[config.mk]
export PLATFORM = sky130hd
export DESIGN_NAME = mips_bus_access_unit_flat
export DESIGN_NICKNAME = d
export VERILOG_FILES = /design/src/rtl/mips_bus_access_unit_if.sv /design/src/rtl/mips_bus_access_unit.sv /design/src/flat_wrapper.sv
export SDC_FILE = /design/constraint.sdc
export NUM_CORES = 1
export LEC_CHECK = 0
export ABC_CLOCK_PERIOD_IN_PS = 2350
export BUFFER_PORTS_ARGS = -buffer_cell sky130_fd_sc_hd__buf_2
export CORE_UTILIZATION = 38
export CTS_BUF_LIST = sky130_fd_sc_hd__clkbuf_4
export CTS_CLUSTER_SIZE = 40
export DETAILED_ROUTE_END_ITERATION = 16
export GPL_ROUTABILITY_DRIVEN = 0
export GPL_TIMING_DRIVEN = 1
export PLACE_DENSITY = 0.66
export SYNTH_ARGS = -nofsm -noshare
export SYNTH_HDL_FRONTEND = slang
export SYNTH_SLANG_ARGS = --single-unit
[constraint.sdc]
create_clock -name clk -period 2.35 [get_ports clk]
set_clock_uncertainty 0.1 [all_clocks]
set_input_delay 0.47 -clock clk [delete_from_list [all_inputs] [get_ports clk]]
set_output_delay 0.47 -clock clk [all_outputs]
set_load 0.02 [all_outputs]
[src/rtl/mips_bus_access_unit_if.sv]
// Requester-side and Avalon-MM-side signal bundle for mips_bus_access_unit.
// master = the bus access unit; slave = the requesters plus the Avalon slave.
interface mips_bus_access_unit_if #(
    parameter int N_PORTS = 2
);
    logic [N_PORTS-1:0]       req_valid;
    logic [N_PORTS-1:0]       req_ready;
    logic [N_PORTS-1:0][31:0] req_addr;
    logic [N_PORTS-1:0]       req_write;
    logic [N_PORTS-1:0][1:0]  req_size;
    logic [N_PORTS-1:0]       req_signed;
    logic [N_PORTS-1:0][31:0] req_wdata;
    logic [N_PORTS-1:0]       resp_valid;
    logic [31:0]              resp_rdata;
    logic                     resp_err;
    logic                     busy;
    logic [31:0]              address;
    logic                     read;
    logic                     write;
    logic                     waitrequest;
    logic [31:0]              writedata;
    logic [3:0]               byteenable;
    logic [31:0]              readdata;

    modport master (
        input  req_valid, req_addr, req_write, req_size, req_signed, req_wdata,
               waitrequest, readdata,
        output req_ready, resp_valid, resp_rdata, resp_err, busy,
               address, read, write, writedata, byteenable
    );

    modport slave (
        output req_valid, req_addr, req_write, req_size, req_signed, req_wdata,
               waitrequest, readdata,
        input  req_ready, resp_valid, resp_rdata, resp_err, busy,
               address, read, write, writedata, byteenable
    );
endinterface

[src/rtl/mips_bus_access_unit.sv]
// Round-robin multi-requester Avalon-MM master with byte/half/word sizing.
// Optional stall timeout enabled by defining BUS_TIMEOUT_EN.
module mips_bus_access_unit #(
    parameter int N_PORTS        = 2,
    parameter int TIMEOUT_CYCLES = 256
) (
    input  logic                   clk,
    input  logic                   reset,
    mips_bus_access_unit_if.master bus
);
    localparam int PW = (N_PORTS > 1) ? $clog2(N_PORTS) : 1;

    typedef enum logic [1:0] {S_IDLE, S_BUS, S_RESP, S_ERR} state_e;

    state_e             state_q;
    logic [PW-1:0]      ptr_q, owner_q;
    logic               write_q, signed_q;
    logic [1:0]         size_q, alo_q;
    logic [31:0]        address_q, writedata_q, resp_rdata_q;
    logic [3:0]         byteenable_q;
    logic               read_q, wr_strobe_q, resp_err_q;
    logic [N_PORTS-1:0] resp_valid_q;
`ifdef BUS_TIMEOUT_EN
    logic [31:0]        tmo_q;
`endif

    logic [PW-1:0]      grant, cand, ptr_d;
    logic [PW:0]        sum;
    logic               grant_vld;

    function automatic logic [3:0] calc_be(input logic [1:0] a, input logic [1:0] sz);
        case (sz)
            2'd0:    calc_be = 4'b0001 << a;
            2'd1:    calc_be = a[1] ? 4'b1100 : 4'b0011;
            default: calc_be = 4'b1111;
        endcase
    endfunction

    function automatic logic [31:0] calc_wdata(input logic [31:0] d, input logic [1:0] sz);
        case (sz)
            2'd0:    calc_wdata = {4{d[7:0]}};
            2'd1:    calc_wdata = {2{d[15:0]}};
            default: calc_wdata = d;
        endcase
    endfunction

    function automatic logic [31:0] extract(input logic [31:0] d, input logic [1:0] a,
                                            input logic [1:0] sz, input logic sgn);
        logic [31:0] s;
        s = d >> {a, 3'b000};
        case (sz)
            2'd0:    extract = {{24{sgn & s[7]}}, s[7:0]};
            2'd1:    extract = {{16{sgn & s[15]}}, s[15:0]};
            default: extract = s;
        endcase
    endfunction

    function automatic logic misaligned(input logic [1:0] a, input logic [1:0] sz);
        case (sz)
            2'd0:    misaligned = 1'b0;
            2'd1:    misaligned = a[0];
            2'd2:    misaligned = |a;
            default: misaligned = 1'b1;
        endcase
    endfunction

    // Scan ports starting at ptr_q, wrapping; first valid one wins.
    always_comb begin
        grant     = '0;
        grant_vld = 1'b0;
        sum       = '0;
        cand      = '0;
        for (int k = 0; k < N_PORTS; k++) begin
            sum = {1'b0, ptr_q} + (PW+1)'(k);
            if (sum >= (PW+1)'(N_PORTS)) sum = sum - (PW+1)'(N_PORTS);
            cand = sum[PW-1:0];
            if (!grant_vld && bus.req_valid[cand]) begin
                grant_vld = 1'b1;
                grant     = cand;
            end
        end
        sum = {1'b0, grant} + (PW+1)'(1);
        if (sum >= (PW+1)'(N_PORTS)) sum = '0;
        ptr_d = sum[PW-1:0];
    end

    always_comb begin
        bus.req_ready = '0;
        if (state_q == S_IDLE && grant_vld && !reset) bus.req_ready[grant] = 1'b1;
    end

    always_ff @(posedge clk) begin
        if (reset) begin
            state_q      <= S_IDLE;
            ptr_q        <= '0;
            owner_q      <= '0;
            write_q      <= 1'b0;
            signed_q     <= 1'b0;
            size_q       <= '0;
            alo_q        <= '0;
            address_q    <= '0;
            writedata_q  <= '0;
            byteenable_q <= '0;
            read_q       <= 1'b0;
            wr_strobe_q  <= 1'b0;
            resp_valid_q <= '0;
            resp_err_q   <= 1'b0;
            resp_rdata_q <= '0;
`ifdef BUS_TIMEOUT_EN
            tmo_q        <= '0;
`endif
        end else begin
            case (state_q)
                S_IDLE: if (grant_vld) begin
                    ptr_q    <= ptr_d;
                    owner_q  <= grant;
                    write_q  <= bus.req_write[grant];
                    signed_q <= bus.req_signed[grant];
                    size_q   <= bus.req_size[grant];
                    alo_q    <= bus.req_addr[grant][1:0];
                    if (misaligned(bus.req_addr[grant][1:0], bus.req_size[grant])) begin
                        state_q      <= S_ERR;
                        resp_valid_q <= N_PORTS'(1) << grant;
                        resp_err_q   <= 1'b1;
                    end else begin
                        state_q      <= S_BUS;
                        address_q    <= {bus.req_addr[grant][31:2], 2'b00};
                        read_q       <= !bus.req_write[grant];
                        wr_strobe_q  <= bus.req_write[grant];
                        byteenable_q <= calc_be(bus.req_addr[grant][1:0], bus.req_size[grant]);
                        writedata_q  <= calc_wdata(bus.req_wdata[grant], bus.req_size[grant]);
`ifdef BUS_TIMEOUT_EN
                        tmo_q        <= '0;
`endif
                    end
                end
                S_BUS: begin
                    if (!bus.waitrequest) begin
                        state_q      <= S_RESP;
                        read_q       <= 1'b0;
                        wr_strobe_q  <= 1'b0;
                        resp_valid_q <= N_PORTS'(1) << owner_q;
                        resp_rdata_q <= write_q ? 32'd0
                                                : extract(bus.readdata, alo_q, size_q, signed_q);
                    end
`ifdef BUS_TIMEOUT_EN
                    else if (tmo_q == 32'(TIMEOUT_CYCLES - 1)) begin
                        // Give up on a stuck slave and report it as an error.
                        state_q      <= S_ERR;
                        read_q       <= 1'b0;
                        wr_strobe_q  <= 1'b0;
                        resp_valid_q <= N_PORTS'(1) << owner_q;
                        resp_err_q   <= 1'b1;
                    end else begin
                        tmo_q <= tmo_q + 32'd1;
                    end
`endif
                end
                default: begin
                    state_q      <= S_IDLE;
                    resp_valid_q <= '0;
                    resp_err_q   <= 1'b0;
                    resp_rdata_q <= '0;
                end
            endcase
        end
    end

    assign bus.busy       = (state_q != S_IDLE);
    assign bus.address    = address_q;
    assign bus.read       = read_q;
    assign bus.write      = wr_strobe_q;
    assign bus.writedata  = writedata_q;
    assign bus.byteenable = byteenable_q;
    assign bus.resp_valid = resp_valid_q;
    assign bus.resp_err   = resp_err_q;
    assign bus.resp_rdata = resp_rdata_q;
endmodule

[src/flat_wrapper.sv]
// flat-port wrapper written by rule: the top's interface ports become plain ports
module mips_bus_access_unit_flat 
#(
    parameter int N_PORTS        = 2,
    parameter int TIMEOUT_CYCLES = 256
)
  (clk, reset, bus_req_valid, bus_req_addr, bus_req_write, bus_req_size, bus_req_signed, bus_req_wdata, bus_waitrequest, bus_readdata, bus_req_ready, bus_resp_valid, bus_resp_rdata, bus_resp_err, bus_busy, bus_address, bus_read, bus_write, bus_writedata, bus_byteenable);
  mips_bus_access_unit_if #(.N_PORTS(N_PORTS)) bus_i ();
  input  logic clk;
  input  logic reset;
  input wire logic [$bits(bus_i.req_valid)-1:0] bus_req_valid;
  input wire logic [$bits(bus_i.req_addr)-1:0] bus_req_addr;
  input wire logic [$bits(bus_i.req_write)-1:0] bus_req_write;
  input wire logic [$bits(bus_i.req_size)-1:0] bus_req_size;
  input wire logic [$bits(bus_i.req_signed)-1:0] bus_req_signed;
  input wire logic [$bits(bus_i.req_wdata)-1:0] bus_req_wdata;
  input wire logic [$bits(bus_i.waitrequest)-1:0] bus_waitrequest;
  input wire logic [$bits(bus_i.readdata)-1:0] bus_readdata;
  output wire logic [$bits(bus_i.req_ready)-1:0] bus_req_ready;
  output wire logic [$bits(bus_i.resp_valid)-1:0] bus_resp_valid;
  output wire logic [$bits(bus_i.resp_rdata)-1:0] bus_resp_rdata;
  output wire logic [$bits(bus_i.resp_err)-1:0] bus_resp_err;
  output wire logic [$bits(bus_i.busy)-1:0] bus_busy;
  output wire logic [$bits(bus_i.address)-1:0] bus_address;
  output wire logic [$bits(bus_i.read)-1:0] bus_read;
  output wire logic [$bits(bus_i.write)-1:0] bus_write;
  output wire logic [$bits(bus_i.writedata)-1:0] bus_writedata;
  output wire logic [$bits(bus_i.byteenable)-1:0] bus_byteenable;
  assign bus_i.req_valid = bus_req_valid;
  assign bus_i.req_addr = bus_req_addr;
  assign bus_i.req_write = bus_req_write;
  assign bus_i.req_size = bus_req_size;
  assign bus_i.req_signed = bus_req_signed;
  assign bus_i.req_wdata = bus_req_wdata;
  assign bus_i.waitrequest = bus_waitrequest;
  assign bus_i.readdata = bus_readdata;
  assign bus_req_ready = bus_i.req_ready;
  assign bus_resp_valid = bus_i.resp_valid;
  assign bus_resp_rdata = bus_i.resp_rdata;
  assign bus_resp_err = bus_i.resp_err;
  assign bus_busy = bus_i.busy;
  assign bus_address = bus_i.address;
  assign bus_read = bus_i.read;
  assign bus_write = bus_i.write;
  assign bus_writedata = bus_i.writedata;
  assign bus_byteenable = bus_i.byteenable;
  mips_bus_access_unit #(.N_PORTS(N_PORTS), .TIMEOUT_CYCLES(TIMEOUT_CYCLES)) u_core (.clk(clk), .reset(reset), .bus(bus_i));
endmodule
Yosys cells after proc, flatten, opt, wreduce, memory -nomap -nowiden
Index checks and enable logic that the tools add are counted.
Widths: inputs -> output; s select.
{ "word_totals": {"out_inout_bits": 108, "reg_bits": 113, "word_cells": 116, "inputBits": 173} }
{ "op_classes": {"muxes": 53, "eq_ne": 8, "magnitude_cmp": 7, "n_shift": 4, "n_bitwise": 5, "n_reduce_logical": 20, "addsub": 4} }
{ "op_table": {"columns": ["op", "count"], "rows": [
  ["$mux 32", 6],
  ["$pmux 32 s2", 3],
  ["$shr 32x5->32", 1],
  ["$mux 1", 26],
  ["$mux 2", 9],
  ["$reduce_and 3->1", 3],
  ["$pmux 2 s2", 2],
  ["$pmux 4 s2", 1],
  ["$eq 2x1->1 const B", 3],
  ["$logic_not 2->1", 3],
  ["$lt 1x2->1 const B", 3],
  ["$ne 2x2->1 const B", 3],
  ["$pmux 1 s2", 3],
  ["$reduce_and 2->1", 3],
  ["$add 1x1->2 const B", 2],
  ["$ge 2x2->1 const B", 2],
  ["$logic_and 1x1->1", 4],
  ["$mux 4", 1],
  ["$reduce_and 4->1", 1],
  ["$reduce_bool 2->1", 2],
  ["$shl 1x1->2 const A", 2],
  ["$shl 1x2->4 const A", 1],
  ["$logic_not 1->1", 3],
  ["$not 1->1", 3],
  ["other kinds (9)", 11]
]} }

Longest topological paths before layout
{ "logic_depth": {"depth_word": 18, "ltp_mapped": 8, "mapped_depth_nobuf": 5} }

Worst setup path before layout
No wires, ideal clock.
{ "synth_path": {"path_type": "input to output", "startpoint": "in reset", "endpoint": "out bus_req_ready[0]", "path_buffers": 3, "slack_ns": 0.220, "arrival_time_ns": 1.560, "cell_stages": 4, "required_ns": 1.780, "path_cell_list": "clkbuf_1 > clkbuf_1 > clkbuf_1 > nor3_1"} }
{ "synth_via": {"elab_chain_len": 3} }
{ "synth_lines": {"columns": ["item", "line_no", "rtl"], "rows": [
  ["from (decl)", "flat_wrapper.sv:10", "input logic reset;"],
  ["$logic_not 1->1", "mips_bus_access_unit.sv:89", "if (state_q == S_IDLE && grant_vld && !reset) bus.req_ready[grant] = 1'b1;"],
  ["$logic_and 1x1->1", "mips_bus_access_unit.sv:89", null],
  ["$mux 2", "mips_bus_access_unit.sv:89", null],
  ["to (decl)", "flat_wrapper.sv:19", "output wire logic [$bits(bus_i.req_ready)-1:0] bus_req_ready;"]
]} }
Every way passes these cells.

Worst setup path after layout
{ "layout_path": {"startpoint": "reg u_core.ptr_q", "endpoint": "out bus_req_ready[1]"} }
{ "layout_via": {"elab_chain_len": 13, "word_cells_on_any_way": 25, "classes_between": "3 x add/sub; 4 x order compare; 13 x mux; 5 x reduce/logical"} }
{ "layout_lines": {"columns": ["item", "line_no", "rtl"], "rows": [
  ["from (decl)", "mips_bus_access_unit.sv:16", "logic [PW-1:0] ptr_q, owner_q;"],
  ["from (signal assigned)", "mips_bus_access_unit.sv:115", "ptr_q <= ptr_d;"],
  ["$ge 1x2->1 or $sub 1x1->1 (tied branches)", "mips_bus_access_unit.sv:75", "if (sum >= (PW+1)'(N_PORTS)) sum = sum - (PW+1)'(N_PORTS);"],
  ["$mux 1", "mips_bus_access_unit.sv:75", null],
  ["$mux 1 (implied by the code) (2 in series)", "mips_bus_access_unit.sv:77", "if (!grant_vld && bus.req_valid[cand]) begin"],
  ["$mux 1", "mips_bus_access_unit.sv:77", null],
  ["$logic_not 1->1", "mips_bus_access_unit.sv:77", null],
  ["$logic_and 1x1->1", "mips_bus_access_unit.sv:77", null],
  ["$mux 1", "mips_bus_access_unit.sv:77", null],
  ["$lt 1x2->1 (implied by the code) or $ge 1x1->1 (tied branches)", "mips_bus_access_unit.sv:89", null],
  ["$logic_and 1x1->1 (implied by the code)", "mips_bus_access_unit.sv:89", null],
  ["$mux 1 (implied by the code)", "mips_bus_access_unit.sv:89", null],
  ["$demux 1 s1", null, null],
  ["$mux 2 *", "mips_bus_access_unit.sv:89", null]
]} }
Mark *: on every way between the ends. The rest lies on a longest branch, timed or not. The select of a mux whose other input is x is not followed.

==> summary.md <==
| Metric | Value |
|---|---|
| Run status | completed |
| CTS Buf Count | 17 |
| Top FF cell, synth | dfxtp_1 |
| Total vias in the final route | 7028 |
| Tmin final | 2.23 ns |
| CP required | about 1.8 ns |
| R2R depth | 4 |
| CTS Hold Buffers Added | 0 |
| Placed inst area | 8070 um2 |
| Share of layout cells above drive strength 1 | 39.1% |
| GRT Overall Usage | between 20% and 30% |
| Reg2Reg Capture Point | u_core.bus.resp_rdata[16]$_SDFFE_PP0P_ |
| Multi-input gate area | 3820 um2 |
| Logic pwr share | 36.3% |
| EDFF count, synth | 0 |
| Pleak | between 3 and 4 nW |
| Hold Path Cell Cnt | 2 |
| R2r setup slk | 0.27 ns |
| Number of global-route vias before repair | roughly 6700 |
| Synthesized instance count | between 700 and 800 |
| Drt drc | 0 |
| Max FO, Critical Path | 6 |
| Post-synthesis sequential area ratio | 35.3% |
| Switching Share | 37.5% |
| TritonCTS clock tree | built |
| Post-DP HPWL | 16600 um |
| Ys async rst share | 0% |
| Post-synthesis instance area | around 6400 um2 |
| Ys Warns | 0 |
| Crit path launch type | flop |
| Routed Antenna Nets | 0 |
| Initial antenna violation count | 1 |
| Final setup violation count | 0 |
| # rows | 47 |
| Syn Area/Cell | 8.59 um2 |
| Total count of hold-check failures in the final report | 0 |
| Starting density of the core | 38.8% |
| CTS H-tree depth | 4 |
| Max incr delay on CP | 0.38 ns |
| Setup TNS | 0 ns |
| First-pass GRT wire length | 36100 um |
| Clock Path Buffers | 2 |
| Max VDD drop | 0.314 mV |
| R2R Path Start | u_core.alo_q[0]$_SDFFE_PP0P_ |
| Drt pass-1 iters | 5 |
| CP Class | reg -> out |
| Clock-pin transition on the worst setup and hold timing paths | 0.09 ns |
| Finished Cell Area | a little over 8000 um2 |
| Clock sinks | approximately 110 |
| WL final | 23200 um |
| Reg power frac | roughly two fifths |
| Internal | approximately 3.5 mW |
| Die area | 17400 um2 |
| Postcts setup bufs | 0 |
| Min-delay src | bus_req_signed[1] |
| Max_cap viols | 0 |
| Slowest CP cell | dfxtp_1 |
| Via density | 5.76 |
| Highest Clock Rate | 0.449 GHz |
| Clk root buf | clkbuf_4 |
| Skew-Pair Late Insertion Delay | 0.51 ns |
| DIE WIDTH | 132 um |
| Min-delay worst type | in -> reg |
| I/O Buffers | 278 |
| Post-Route Utilization | 50.3% |
| Routed length per placed instance | 19.0 um |
| Reg area | 2260 um2 |
| Cell variety after synth | 55 |
| Worst path cell trace | nand2b_2 -> nand2_2 -> nor2_1 -> buf_2 |
| Fin crit share | 94.7% |
| Endpoint of the worst hold path | u_core.signed_q$_SDFFE_PP0P_ |
| Worst-Margin Slew | between 0.6 and 0.7 ns |
| Fin. max-slew vios | 0 |
| RSZ-0062 raised after global routing | false |
| I/O pin count | around 280 |
| Endpoint type of the worst setup path | output port |
| Switching pwr | 2.09 mW |
| Die Ht | 132 um |
| Maximum number of pins on one net before global-route repair | 94 |
| Final net count | 1160 |
| Grt ovf | 0 |
| Clock share of power | 22.8% |
| Worst EP arrival | 1.66 ns |
| 1st-iter DRT viols | 442 |
| Yosys reg bits | 113 |
| Placeable Area | 16500 um2 |
| Filler Cells Inserted | 1621 |
| Cell Pwr Density | 669 nW/um2 |
| Area Overhead vs Synth | 29.7% |
| Max-slew headroom | 54.0% |
per-stage QoR:
| step | hold slack (ns) | total power, mW | setup slack (ns) | instances |
|---|---|---|---|---|
| after global placement | 0.341 | 4.30 | 0.148 | 1188 |
| final | 0.0920 | 5.57 | 0.125 | 1220 |
| after CTS | 0.0270 | 5.59 | 0.0206 | 1219 |
| after floorplan | 0.346 | 3.57 | 0.220 | 747 |
| after detailed placement | 0.345 | 4.31 | 0.153 | 1188 |
| after global routing | 0.0252 | 5.87 | 0.0115 | 1220 |
cells by family (layout without fill, tap and decap cells):
family | count (synthesis) | in the layout | share of synthesized area [%]
AO/OA/AOI/OAI | 268 | 268 | 30.4
flip-flops | 113 | 113 | 35.3
AND/OR/NAND/NOR | 185 | 185 | 12.5
multiplexers | 87 | 87 | 15.7
buffers and inverters | 92 | 344 | 6.03
other | 1 | 3 | 0.0585
worst max-delay path: cells and delay by family (launching register included):
family	cells	cell delay [ns]
flops	1	0.38
simple gates	3	0.55
buf+inv	1	0.20
cells in the final DEF, fill, tap and decap left out, drive strengths merged, types with 10 or more instances in the layout:
master / netlist / routed
clkbuf: 65 / 21
a211oi: 16 / 16
mux2i: 58 / 58
a31oi: 51 / 51
a221oi: 10 / 10
nor2: 25 / 25
dfxtp: 113 / 113
a22oi: 24 / 24
o21ai: 55 / 55
a21oi: 12 / 12
buf: 21 / 307
mux2: 20 / 20
a311oi: 41 / 41
o2bb2ai: 15 / 15
nand2: 128 / 128
worst max path at each step:
stage / startpoint / endpoint / slack (ns) / cells after the start
2_1_floorplan: reset / bus_req_ready[0] / 0.22 / 4
3_3_place_gp: bus_req_valid[0] / u_core.bus.byteenable[0]$_SDFFE_PP0P_ / 0.15 / 6
3_5_place_dp: bus_req_valid[0] / u_core.bus.byteenable[0]$_SDFFE_PP0P_ / 0.15 / 6
4_1_cts: u_core.ptr_q$_SDFFE_PP0P_ / bus_req_ready[1] / 0.02 / 4
5_1_grt: u_core.ptr_q$_SDFFE_PP0P_ / bus_req_ready[1] / 0.01 / 4
6_report: u_core.ptr_q$_SDFFE_PP0P_ / bus_req_ready[1] / 0.12 / 4
repair_timing:
action                     CTS  global route
gates resized for setup      4             4
pin swaps                    1             0
setup endpoints to repair    1             2
layer usage:
| metal | share of wire [%] | GRT usage [%] |
|---|---|---|
| met3 | 7.9 | 6.96 |
| met1 | 42 | 32.5 |
| met2 | 47 | 42.9 |
| met5 | 0 | 0 |
| met4 | 3.0 | 11.8 |
synth_stat cells, drive strengths merged, types with 5 or more instances:
cell type,number,area share (%)
o211ai,8,0.94
a22oi,24,2.8
inv,6,0.35
nand2,128,7.5
a311o,8,1.2
nor2b,6,0.59
o21a,9,1.1
clkbuf,65,3.8
mux4,9,3.2
mux2i,58,9.1
buf,21,1.9
a21oi,12,0.94
a31oi,51,5.0
a311oi,41,5.6
nor3,5,0.39
dfxtp,113,35
o21ai,55,4.9
a211oi,16,1.9
o2bb2ai,15,2.0
mux2,20,3.5
nor2,25,1.5
a221oi,10,1.4
power groups by stage:
| stage | combinational, mW | clock (mW) | sequential, mW |
|---|---|---|---|
| 2_1_floorplan | 1.05 | 0 | 2.51 |
| 3_3_place_gp | 1.99 | 0 | 2.31 |
| 3_5_place_dp | 2.00 | 0 | 2.31 |
| 4_1_cts | 2.01 | 1.31 | 2.27 |
| 5_1_grt | 2.17 | 1.39 | 2.30 |
| 6_report | 2.02 | 1.27 | 2.28 |
sequential cells by signal, indices dropped and copies added (netlist names), 2 cells and up:
name,cells
u_core.bus.address,30
u_core.bus.resp_valid,2
u_core.bus.writedata,32
u_core.alo_q,2
u_core.size_q,2
u_core.state_q,2
u_core.bus.resp_rdata,32
u_core.bus.byteenable,4
area by class of cell:
class,instances,share of cell area (%)
multi-input combinational,542,46.0
sequential,113,27.2
inverter,6,0.271
clock buffer,21,1.90
antenna,1,0.0301
tap,220,3.31
timing repair buffer,307,20.4
clock inverter,10,0.842
No activity file was read; power rests on OpenSTA's default activity.
